--- config.mk ---
export PLATFORM = sky130hd
export DESIGN_NAME = divisor_secuencial
export DESIGN_NICKNAME = d
export VERILOG_FILES = /design/src/rtl/divisor_secuencial.sv
export SDC_FILE = /design/constraint.sdc
export NUM_CORES = 1
export LEC_CHECK = 0
export ABC_AREA = 1
export CAP_MARGIN = 20
export CORE_MARGIN = 1
export CORE_UTILIZATION = 35
export DETAILED_ROUTE_END_ITERATION = 12
export DONT_BUFFER_PORTS = 1
export SLEW_MARGIN = 40
export SYNTH_ARGS = -nofsm -noshare
export SYNTH_HDL_FRONTEND = slang
export SYNTH_SLANG_ARGS = --single-unit
--- constraint.sdc ---
create_clock -name clk -period 5.17 [get_ports clk]
set_clock_uncertainty 0.05 [all_clocks]
set_input_delay 0.7755 -clock clk [delete_from_list [all_inputs] [get_ports clk]]
set_output_delay 0.7755 -clock clk [all_outputs]
set_load 0.02 [all_outputs]
--- src/rtl/divisor_secuencial.sv ---
// Sequential signed divider: restoring shift-subtract, one quotient bit per clock.
// Optional DIVISOR_EARLY_EXIT_EN finishes a divide-by-zero in a single cycle.
module divisor_secuencial #(
  parameter int n = 8
) (
  input  logic         clk,
  input  logic         rst,
  input  logic         start,
  input  logic [n-1:0] A,
  input  logic [n-1:0] B,
  output logic [n-1:0] out,
  output logic [n-1:0] residuo,
  output logic         busy,
  output logic         done,
  output logic         overflow,
  output logic         car
);

  localparam int CW = $clog2(n) + 1;
  localparam logic [n-1:0] ZERO_C = {n{1'b0}};
  localparam logic [n-1:0] ONES_C = {n{1'b1}};
  localparam logic [n-1:0] MIN_C  = {1'b1, {(n-1){1'b0}}};

  typedef enum logic [1:0] {
    IDLE = 2'd0,
    CALC = 2'd1,
    FIX  = 2'd2,
    DONE = 2'd3
  } state_t;

  state_t         state_r, state_s;
  logic [n-1:0]   a_r, b_r, q_r, bmag_r, rem_r;
  logic           sign_q_r, sign_r_r;
  logic [CW-1:0]  cnt_r;
  logic           bzero_s, busy_s, done_s;
  logic [n:0]     shifted_s, diff_s;

  function automatic logic [n-1:0] neg2(input logic [n-1:0] v);
    return ~v + {{(n-1){1'b0}}, 1'b1};
  endfunction

  // |MIN| = 2^(n-1) is representable in the n-bit unsigned magnitude
  function automatic logic [n-1:0] abs2(input logic [n-1:0] v);
    return v[n-1] ? neg2(v) : v;
  endfunction

  assign bzero_s   = (B == ZERO_C);
  assign shifted_s = {rem_r, q_r[n-1]};
  assign diff_s    = shifted_s - {1'b0, bmag_r};
  assign car       = 1'b0;

  // State register with registered handshake outputs
  always_ff @(posedge clk or posedge rst) begin
    if (rst) begin
      state_r <= IDLE;
      busy    <= 1'b0;
      done    <= 1'b0;
    end else begin
      state_r <= state_s;
      busy    <= busy_s;
      done    <= done_s;
    end
  end

  // Next-state logic
  always_comb begin
    state_s = state_r;
    case (state_r)
      IDLE, DONE: begin
        if (start) begin
`ifdef DIVISOR_EARLY_EXIT_EN
          if (bzero_s) state_s = DONE;
          else         state_s = CALC;
`else
          state_s = CALC;
`endif
        end else begin
          state_s = IDLE;
        end
      end
      CALC: begin
        if (cnt_r == CW'(n-1)) state_s = FIX;
        else                   state_s = CALC;
      end
      FIX:     state_s = DONE;
      default: state_s = IDLE;
    endcase
  end

  // Handshake outputs decoded from the upcoming state so they register in step with it
  always_comb begin
    busy_s = 1'b0;
    done_s = 1'b0;
    case (state_s)
      CALC, FIX: busy_s = 1'b1;
      DONE:      done_s = 1'b1;
      default: begin
        busy_s = 1'b0;
        done_s = 1'b0;
      end
    endcase
  end

  // Datapath: operand capture, iteration, sign fix-up and result registers
  always_ff @(posedge clk or posedge rst) begin
    if (rst) begin
      a_r      <= ZERO_C;
      b_r      <= ZERO_C;
      q_r      <= ZERO_C;
      bmag_r   <= ZERO_C;
      rem_r    <= ZERO_C;
      cnt_r    <= {CW{1'b0}};
      sign_q_r <= 1'b0;
      sign_r_r <= 1'b0;
      out      <= ZERO_C;
      residuo  <= ZERO_C;
      overflow <= 1'b0;
    end else begin
      case (state_r)
        IDLE, DONE: begin
          if (start) begin
            a_r      <= A;
            b_r      <= B;
            q_r      <= abs2(A);
            bmag_r   <= abs2(B);
            rem_r    <= ZERO_C;
            cnt_r    <= {CW{1'b0}};
            sign_q_r <= A[n-1] ^ B[n-1];
            sign_r_r <= A[n-1];
`ifdef DIVISOR_EARLY_EXIT_EN
            if (bzero_s) begin
              out      <= ZERO_C;
              residuo  <= A;
              overflow <= 1'b1;
            end
`endif
          end
        end
        CALC: begin
          cnt_r <= cnt_r + CW'(1);
          // q_r shifts dividend bits out the top and quotient bits in the bottom
          if (!diff_s[n]) begin
            rem_r <= diff_s[n-1:0];
            q_r   <= {q_r[n-2:0], 1'b1};
          end else begin
            rem_r <= shifted_s[n-1:0];
            q_r   <= {q_r[n-2:0], 1'b0};
          end
        end
        FIX: begin
          if (b_r == ZERO_C) begin
            out      <= ZERO_C;
            residuo  <= a_r;
            overflow <= 1'b1;
          end else begin
            // MIN / -1 yields magnitude 2^(n-1), which already wraps to MIN
            out      <= sign_q_r ? neg2(q_r) : q_r;
            residuo  <= sign_r_r ? neg2(rem_r) : rem_r;
            overflow <= (a_r == MIN_C) && (b_r == ONES_C);
          end
        end
        default: begin
          cnt_r <= cnt_r;
        end
      endcase
    end
  end

endmodule

== Yosys cells after proc, flatten, opt, wreduce, memory -nomap -nowiden ==
Cells that the tools add are included.
Storage, ports and cells
  flip-flop bits (word level): 67
  input bits: 19
  output and inout bits: 20
Operators by class
  $add $sub $neg: 6
  eq/ne operators: 10
  multiplexer cells: 20
  bitwise gates (word level): 5
  reduce and logical (&&, ||, !) cells: 8
Operator list (count)
  8-bit 2-to-1 mux: 9
  8-bit by 1-bit adder with 8-bit output (second input constant): 4
  8-bit inverter: 4
  8-bit one-hot mux with 2 select lines: 2
  8-bit == test (second input constant): 2
  9-bit by 8-bit subtractor with 9-bit output: 1
  2-bit == test (second input constant): 4
  8-bit zero test: 1
  4-bit one-hot mux with 2 select lines: 1
  2-bit one-hot mux with 3 select lines: 1
  1-bit 2-to-1 mux: 5
  4-bit by 1-bit adder with 4-bit output (second input constant): 1
  2-bit by 1-bit == test with 1-bit output (second input constant): 2
  4-bit by 3-bit == test with 1-bit output (second input constant): 1
  4-bit 2-to-1 mux: 1
  2-bit AND reduction: 2
  2-bit OR reduction: 2
  2-bit zero test: 1
  2-bit 2-to-1 mux: 1
  2-bit != test (second input constant): 1
  2-bit nonzero test: 1
  1-bit logical AND: 1
  1-bit XOR: 1

== Longest topological paths before layout ==
  word-level depth: 6
  gate-level depth with buffers: 13

== Worst setup path after synthesis ==
OpenSTA, ideal clock, no wires.
  path type: reg-to-reg
  start: reg q_r[7]
  end: reg rem_r[7]
  arrival: 1690 ps
  required time: 5003 ps
  setup slack: 3313 ps
  stages on the path, launching flop included: 14
  clock period less this slack: 1857 ps
  path through: dfrtp_1 > inv_1 > ha_1 > fa_1 > inv_1 > nand2_1 > nand2_2 > nand3_4 > nand2_4 > nand2_4 > nand2_4 > nand2_1 > nand3_1 > nand2_1
On the way
  word-level cells in the longest chain between the ends: 3
Ends and longest elaborated chain
  start: declaration: RTL line 32  | logic [n-1:0] a_r, b_r, q_r, bmag_r, rem_r;
  start signal: assignment: RTL line 124  | q_r <= abs2(A);
  start signal: assignment: RTL line 144  | q_r <= {q_r[n-2:0], 1'b1};
  start signal: assignment: RTL line 147  | q_r <= {q_r[n-2:0], 1'b0};
  9-bit by 8-bit subtractor with 9-bit output: RTL line 49  | assign diff_s = shifted_s - {1'b0, bmag_r};
  8-bit 2-to-1 mux: RTL line 142  | if (!diff_s[n]) begin
  8-bit one-hot mux with 2 select lines: RTL line 119  | case (state_r)
  end signal: assignment: RTL line 143  | rem_r <= diff_s[n-1:0];
  end signal: assignment: RTL line 146  | rem_r <= shifted_s[n-1:0];
  end: declaration: RTL line 32
Every way passes these cells.
A chain may end at the register's enable or synchronous reset.

== Worst setup path in the final report ==
  start: reg state_r[0]
  end: reg q_r[7]
On the way
  word-level cells in the longest chain between the ends: 4
Ends and longest elaborated chain
  start: declaration: RTL line 31  | state_t state_r, state_s;
  start signal: assignment: RTL line 59  | state_r <= state_s;
  2-bit == test / 2-bit zero test (equally long branches): RTL line 119
  2-bit OR reduction: RTL line 119
  2-bit != test (no line) / 2-bit nonzero test (equally long branches)
  2-bit AND reduction (no line)
Parallel ways exist; a longest one is shown, timed or not.

==> out/results.tsv <==
stage	metric	value	unit
global_routing	grt-ovfl-total	0	
route	first_pass_iters	4	
final_layout	drive_gt1_share	7.350	%
final_layout	antenna_cells	0	
placed_design	gp_congestion	0.8399	
cts	cts_sinks	65	
synthesis	syn-cell-area	3916	µm²
final_layout	fin_util	38.74	%
synthesis	synth_ff_type	dfrtp_1	
cts	cts-htree-levels	3	
synthesis	synth_edf_count	0	
setup_path	startpoint_type	register	
synthesis	ys_warn_count	0	
cts	clk_latency	340	ps
synthesis	synthArstFlopShare	100.0	%
die	die_h	107.8	µm
synthesis	synth-seq-cells	65	
route	initialDrtViolationCount	222	
sta	fin_tns_setup	0	ps
die	io_pins	39	
cts	root_buffer	clkbuf_8	
synthesis	netlist_top_cells_count	nand2_1 (155), dfrtp_1 (65), inv_1 (61)	
cts	max-clock-path-buffers	2	
setup_path	critPathMaxFanout	32	
setup_path	r2r_setup_slack	2770	ps
sta	maxSlewHeadroom	53.02	%
cts	cts_tree	done	
global_routing	grt_max_degree	66	
placed_design	port_buffers	0	
setup_path	critPathCaptureType	register	
setup_path	path_delay_family	simple AND/OR/NAND/NOR gates	
global_routing	antenna_found_initial	0	
setup_path	cpPeakStageDelay	400	ps
power_and_ir_drop	ir_drop	0.0002689	V
global_routing	grt_pass1_vias	3154	
sta	max_freq	416.4	MHz
die	die_area	11620	µm²
synthesis	yosysMostFrequentCell	nand2_1	
sta	worst_slew_pin_slew	704.0	ps
route	num_vias	3321	
setup_path	path_depth	8	
sta	period_needed	2401	ps
setup_path	crit_required	5330	ps
outcome	status	finished clean	
job	maxCapViolCount	0	
synthesis	ys_top_cells_by_area	dfrtp_1 (42%), nand2_1 (15%), o21ai_0 (6.3%)	
min_path	hp-class	in2async	
route	viasPerCell	5.055	
power_and_ir_drop	leakagePower	2.136	nW
die	core	10890	µm²
sta	setup-violations-final	0	
die	rows	38	
die	initial_core_util	35.97	%
placed_design	hpwl	7217	µm
sta	finalMaxSlewViolations	0	
synthesis	syn_avg_cell_area	7.575	µm²
final_layout	fin_nets	548	
synthesis	synth_top_area_share	41.53	%
cts	post-cts-setup-buffer-count	0	
setup_path	crit_buf_inv	2	
setup_path	worstPathArrival	2560	ps
route	drt-wirelength-per-cell	14.71	µm
synthesis	ys_seq_area_share	41.53	%
setup_path	worstPathCellList	inv_1, ha_1, nand2_2, nand2_4, inv_2, nor2_2, nand2_1, o311ai_0	
setup_path	cp_slowest_cell	nor2_2	
setup_path	rr_worst_depth	8	
route	ant_nets	0	
die	die_x	107.8	µm
synthesis	syn-num-nets	553	
cts	cts_buffers	9	
cts	hold_buffers	0	
setup_path	critical_path_class	reg2reg	
final_layout	area_growth	7.700	%
sta	rsz0062_at_grt	no	
synthesis	syn_inst	517	
route	drt_wl_total	9664	µm
cts	cts_resized	0	
sta	hold_viol	0	
synthesis	synth.distinct_cells	40	
global_routing	grt.total_usage	17.64	%
sta	post-route-period-util	46.45	%
route	drc_errors	0	
synthesis	synth_area_leader_cell	dfrtp_1	
cts	path_clk_slew	80	ps
global_routing	grt_pass1_wl	15740	µm
power_and_ir_drop	p_per_area	626.9	nW/µm²
per-stage QoR:
| step | cells | setup WS, ps | total power [mW] | hold slack (ps) | cell area (µm²) |
|---|---|---|---|---|---|
| after detailed placement | 641 | 2769 | 2.166 | 420.0 | 3995 |
| after floorplan | 517 | 2718 | 1.910 | 396.4 | 3916 |
| after global routing | 657 | 2507 | 2.887 | 444.2 | 4218 |
| after global placement | 641 | 2862 | 2.129 | 427.2 | 3995 |
| after CTS | 657 | 2734 | 2.653 | 440.2 | 4214 |
| final | 657 | 2769 | 2.644 | 395.3 | 4218 |
path summary, 6_finish.rpt:
| kind | start | end |
|---|---|---|
| setup / recovery | state_r[0]$_DFF_PP0_ | q_r[7]$_DFFE_PP0P_ |
| hold / removal | rst | out[4]$_DFFE_PP0N_ |
| setup reg to reg | state_r[0]$_DFF_PP0_ | q_r[7]$_DFFE_PP0P_ |
| hold reg to reg | bmag_r[2]$_DFFE_PP0P_ | bmag_r[2]$_DFFE_PP0P_ |
| max in group asynchronous | rst | b_r[5]$_DFFE_PP0P_ |
| min in group clk | bmag_r[2]$_DFFE_PP0P_ | bmag_r[2]$_DFFE_PP0P_ |
kinds of logic after synthesis:
| family | Yosys count | synth area share [%] |
|---|---|---|
| buf+inv | 81 | 8.786 |
| compound gates | 87 | 12.08 |
| xor+xnor | 9 | 2.013 |
| simple gates | 257 | 29.87 |
| other cells | 1 | 0.09575 |
| flops | 65 | 41.53 |
| fa+ha+maj | 17 | 5.623 |
per-layer routing:
metal	part of all wire [%]	vias up	track usage, %
li1	-	1669	-
met1	48	1553	25.63
met2	45	86	25.64
met3	6.2	13	4.843
met4	1.1	0	4.207
met5	0	-	0
sequential cells by signal (all words and copies together) (netlist names):
register,flops
a_r,8
b_r,8
bmag_r,7
busy,1
cnt_r,4
done,1
out,8
overflow,1
q_r,8
rem_r,8
residuo,8
sign_q_r,1
state_r,2
report_power, final:
| part | switching [mW] | leakage [nW] | total, mW | internal, mW |
|---|---|---|---|---|
| registers | 0.229 | 0.818 | 0.932 | 0.703 |
| logic | 0.794 | 1.21 | 1.23 | 0.436 |
| clock network | 0.211 | 0.109 | 0.482 | 0.271 |
cells in the final DEF (no fill, tap or decap), types with 2 or more instances in the layout:
cell | synthesis | layout
nand2_1 | 155 | 155
dfrtp_1 | 65 | 65
inv_1 | 61 | 60
o21ai_0 | 49 | 49
nand3_1 | 41 | 41
nor2_1 | 26 | 26
a21oi_1 | 23 | 23
ha_1 | 16 | 16
xor2_1 | 9 | 9
clkbuf_8 | 0 | 9
nand4_1 | 8 | 8
nand2_2 | 4 | 4
nand2_4 | 4 | 4
inv_2 | 3 | 4
nand3b_1 | 4 | 4
o21ai_1 | 4 | 4
nor3_1 | 3 | 3
nor2_4 | 2 | 2
nand3_4 | 2 | 2
nor4_1 | 2 | 2
o22ai_1 | 2 | 2
o31ai_1 | 2 | 2
clkinv_2 | 0 | 2
bufinv_16 | 0 | 2
clkinv_4 | 0 | 2
cell type report:
class                      instances  area [µm²]
sequential                        65        1627
fill                            1140        6670
timing repair buffer               1       11.26
inverter                          64       240.2
tap                              140       175.2
multi-input combinational        371        1946
clock buffer                       9       123.9
clock inverter                     7       95.09
Note: power is estimated with default switching activity, not from simulation.
==> RTL change 1, RTL diff (config.mk and constraints unchanged) <==
Add a define of `DIVISOR_EARLY_EXIT_EN`.
--- a/src/rtl/divisor_secuencial.sv
+++ b/src/rtl/divisor_secuencial.sv
@@ -1,5 +1,7 @@
 // Sequential signed divider: restoring shift-subtract, one quotient bit per clock.
 // Optional DIVISOR_EARLY_EXIT_EN finishes a divide-by-zero in a single cycle.
+`define DIVISOR_EARLY_EXIT_EN
+
 module divisor_secuencial #(
   parameter int n = 8
 ) (
Check against the original RTL: not equivalent (a bounded check fails within 4 cycles, from zero or initial values and one cycle with rst high).
==> RTL change 1 against the original RTL <==
- wire length grew 4.5%
- sequential cell count unchanged
- die area increased by 1.1%
- power grew 0.32%
- cell area rose by 4.5%
- area after synthesis up 1.1%
- synthesized cell count is 5.4% higher
- largest cell class unchanged
- critical endpoint is now busy
- clock power rose by 47%
- worst setup slack lost 390 ps
==> RTL change 1: results (changes against the original RTL) <==
metric,value,unit,change
n_diodes,0,,unchanged
worst-skew pair later-pin latency,340,ps,about the same
Final GP Congestion,0.845,,+0.61%
FILL cells,1113,,-2.4%
Main synth FF type,dfrtp_1,,
"Arr. time, crit path",2960,ps,+400 ps
CTS resizes,0,,unchanged
total track usage,18.6,%,+0.95 points
first-pass iteration count of the detailed router,5,,+1
layout cell share with drive strength beyond 1,5.47,%,-1.9 points
CTS H-tree depth,3,,unchanged
CTS Buf Count,9,,unchanged
"top cells by area, synth","dfrtp_1 41%, nand2_1 15%, inv_1 6.8%, nand3_1 5.7%, o21ai_0 5.2%",,
status,"complete, no violations",,
placed inst area,4060,um2,+1.7%
post-CTS setup buffer count,0,,unchanged
vias in the first global route,3393,,+7.6%
slowest CP cell,clkinv_1,,
Yosys warnings,0,,unchanged
VDD IR max,191,uV,-29%
initial antenna violation count,0,,unchanged
Slew @ Worst Pin,595,ps,-109 ps
CTS root buf,clkbuf_16,,
worst hold path type,input pin to asynchronous set/reset pin,,
"slowest stage delay, CP",530,ps,+130 ps
"Async S/R FF share, synth",100,%,unchanged
initial DRC count,206,,-7.2%
Hold WS,424,ps,+29.2 ps
clock tree buffer depth,2,,unchanged
Leak,2.23,nW,+4.6%
syn_nets,581,,+5.1%
IO Port Bufs,0,,unchanged
Wirelength per Cell,14.7,um,-0.22%
DR vias/cell,5.00,,-1.0%
first-pass GRT wire length,16.5,mm,+4.8%
"Clk pin slew, worst setup/hold paths",60,ps,-20 ps
Top Family by Delay on Critical Path,simple AND/OR/NAND/NOR gates,,
synth unique cells,37,,-7.5%
commonest cells in the netlist,"160 x nand2_1, 72 x inv_1, 65 x dfrtp_1, 48 x nor2_1, 45 x nand3_1",,
Reg2Reg Setup Slack,2380,ps,-390 ps
HPWL Detailed,7.52,mm,+4.3%
pin count of the biggest net entering global routing,66,,unchanged
sequential area share after synthesis,41.1,%,-0.45 points
Crit Path Max Fanout,29,,-9.4%
==> RTL change 1: cell types whose count changed after synthesis, moves of 3 or more <==
cell,change
nand2_1,+5
o21ai_0,-8
nor2_1,+22
inv_1,+11
a21oi_1,-5
o21ai_1,+3
nand3_1,+4
==> RTL change 1: path summary, 6_finish.rpt <==
check / startpoint / endpoint / depth (start not counted)
max reg2reg: state_r[0] / busy / 7
max: state_r[0] / busy / 7
min reg2reg: cnt_r[0] / cnt_r[0] / 1
max in group asynchronous: rst / q_r[7] / 2
min: rst / out[1] / 2
min in group clk: cnt_r[0] / cnt_r[0] / 1
==> RTL change 1: report_power, final <==
| part | internal [mW] | switching, mW |
|---|---|---|
| registers | 0.676 | 0.167 |
| logic | 0.378 | 0.723 |
| clock network | 0.483 | 0.226 |
==> RTL change 1: final cells by class <==
cell class	instances	area, um2	area share, %
clock buffers	11	243	5.51
clock inverters	5	103	2.33
inverters	76	285	6.47
multi-input cells	390	1970	44.6
flip-flops and latches	65	1630	36.9
well taps	140	175	3.97
repair buffers	1	11.3	0.255
==> RTL change 1: metal layers <==
layer | wire (um) | GRT usage (%) | up-vias
li1 | - | - | 1752
met1 | 4720 | 23.8 | 1613
met2 | 4800 | 30.2 | 61
met3 | 353 | 4.64 | 17
met4 | 223 | 7.14 | 0
met5 | 0 | 0 | -
==> RTL change 1: logic make-up after synthesis <==
family,count (synthesis),share of synthesized area [%]
XOR/XNOR,10,2.21
buffers and inverters,90,9.32
adder cells (fa/ha/maj),17,5.56
AO/OA/AOI/OAI,81,11.3
flip-flops,65,41.1
other,1,0.0947
AND/OR/NAND/NOR,281,30.4
==> RTL change 1: per-stage QoR <==
step	util [%]	total power, mW	std cells	setup WS [ps]
floorplan	-	1.69	545	2720
global placement	37.1	1.91	672	2040
detailed placement	37.1	1.94	672	1940
CTS	40.3	2.66	688	2010
global route	40.3	2.88	688	2090
finish	40.3	2.65	688	2380
==> RTL change 2, RTL diff (same settings) <==
Made on the original files. Make the reset (`rst`) synchronous in 2 clocked blocks.
--- a/src/rtl/divisor_secuencial.sv
+++ b/src/rtl/divisor_secuencial.sv
@@ -50,7 +50,7 @@
   assign car       = 1'b0;
 
   // State register with registered handshake outputs
-  always_ff @(posedge clk or posedge rst) begin
+  always_ff @(posedge clk) begin
     if (rst) begin
       state_r <= IDLE;
       busy    <= 1'b0;
@@ -102,7 +102,7 @@
   end
 
   // Datapath: operand capture, iteration, sign fix-up and result registers
-  always_ff @(posedge clk or posedge rst) begin
+  always_ff @(posedge clk) begin
     if (rst) begin
       a_r      <= ZERO_C;
       b_r      <= ZERO_C;
Function: differs if rst is asserted again (counterexample within 4 cycles, from zero or initial values and one cycle with rst high); with rst held inactive, the same outputs for 10 cycles.
==> RTL change 2 against the original RTL <==
- utilization grew 0.32 points
- worst hold slack gained 31 ps
- wire length shrank 3.4%
- maximum frequency grew 2.7%
- cell area shrank 4.4%
- via count grew 4.0%
- non-clock buffer count shrank 1
- sequential cell count is the same
- area after synthesis shrank 4.6%
- worst setup slack gained 62 ps
- die area shrank 4.5%
- critical endpoint is now out[7]
Power is not compared: it rests on default switching activity, and its combinational part moved more than twofold at a synthesized area within 25%.
==> RTL change 2: results (changes against the original RTL) <==
metric,value,unit,change
status,"complete, no violations",,
"top cells by area, synth","dfxtp_1 35%, nand2_1 13%, inv_1 7.4%, nand3_1 6.8%, a21oi_1 6.3%",,
synth unique cells,39,,-2.5%
Adder-Cell Fraction of Synth Area,5.89,%,+0.27 points
"Arr. time, crit path",2570,ps,about the same
worst hold path type,register to register,,
initial DRC count,203,,-8.6%
met1 usage,24.4,%,-1.2 points
sequential area share after synthesis,34.8,%,-6.7 points
pin count of the biggest net entering global routing,41,,-38%
Inst Count DP,665,,+3.7%
Wirelength per Cell,13.7,um,-6.6%
routed wire length,9.34,mm,-3.4%
FILL cells,1121,,-1.7%
layout cell share with drive strength beyond 1,6.07,%,-1.3 points
worst r2r path cells,6,,-2
total track usage,18.2,%,+0.53 points
Main synth FF type,dfxtp_1,,
Crit Path Max Fanout,18,,-44%
HPWL Detailed,7.01,mm,-2.9%
first-pass GRT wire length,15.9,mm,+1.1%
Syn Inst Count,547,,+5.8%
"slowest stage delay, CP",600,ps,+200 ps
Synth Area in XOR/XNOR,2.58,%,+0.57 points
compound-cell area share of the yosys netlist,15.3,%,+3.2 points
met3 usage,4.82,%,-0.019 points
Final GP Congestion,0.859,,+2.3%
"Period Utilization, post-route",45.2,%,-1.2 points
vias in the first global route,3288,,+4.2%
commonest cells in the netlist,"126 x nand2_1, 74 x inv_1, 65 x dfxtp_1, 51 x nand3_1, 47 x a21oi_1",,
CTS resizes,0,,unchanged
"Async S/R FF share, synth",0,%,-100 points
placed inst area,3820,um2,-4.3%
fin nets,576,,+5.1%
slowest CP cell,clkinv_1,,
RTL change 2: changes by cell type after synthesis, moves of 11 or more:
cell / before / now
a21oi_1: 23 / 47
dfxtp_1: 0 / 65
nand2_1: 155 / 126
o21ai_0: 49 / 37
inv_1: 61 / 74
nor3_1: 3 / 14
dfrtp_1: 65 / 0
RTL change 2: metal layers:
layer  routed length, um  up-vias
li1                    -     1784
met1                4580     1580
met2                4130       82
met3                 527        8
met4                 105        0
met5                   0        -
RTL change 2: area by class of cell:
type / instances / area share, %
Multi-Input combinational cell: 384 / 50.7
Sequential cell: 65 / 32.3
Inverter: 80 / 7.57
Tap cell: 136 / 4.22
Clock buffer: 12 / 3.60
Clock inverter: 3 / 1.61
RTL change 2: per-stage QoR:
step | util [%] | setup slack (ps)
final | 39.1 | 2830
after global routing | 39.1 | 2570
after CTS | 39.1 | 2810
after detailed placement | 37.0 | 2830
after global placement | 37.0 | 2870
after floorplan | - | 3250
RTL change 2: path summary, 6_finish.rpt:
path	from	to	slack [ps]
setup / recovery	state_r[0]	out[7]	2830
hold / removal	b_r[5]	b_r[5]	430
setup reg to reg	state_r[0]	out[7]	2830
hold reg to reg	b_r[5]	b_r[5]	430
RTL change 2: power breakdown:
part / total [mW] / switching [mW] / leakage (nW) / internal, mW
registers: 0.546 / 0.0222 / 0.530 / 0.524
clock network: 0.472 / 0.190 / 0.106 / 0.282
logic: 0.238 / 0.156 / 1.07 / 0.0819
RTL change 2: logic make-up after synthesis:
logic type | count (synthesis)
AND/OR/NAND/NOR | 250
AO/OA/AOI/OAI | 105
buffers and inverters | 98
flip-flops | 65
adder cells (fa/ha/maj) | 17
XOR/XNOR | 11
other | 1
RTL change 2: critical path, delay by kind of cell (launching register included):
family          cells  cell delay [ps]
compound gates      1              130
fa+ha+maj           1              450
flops               1              320
buf+inv             2              680
simple gates        2              640
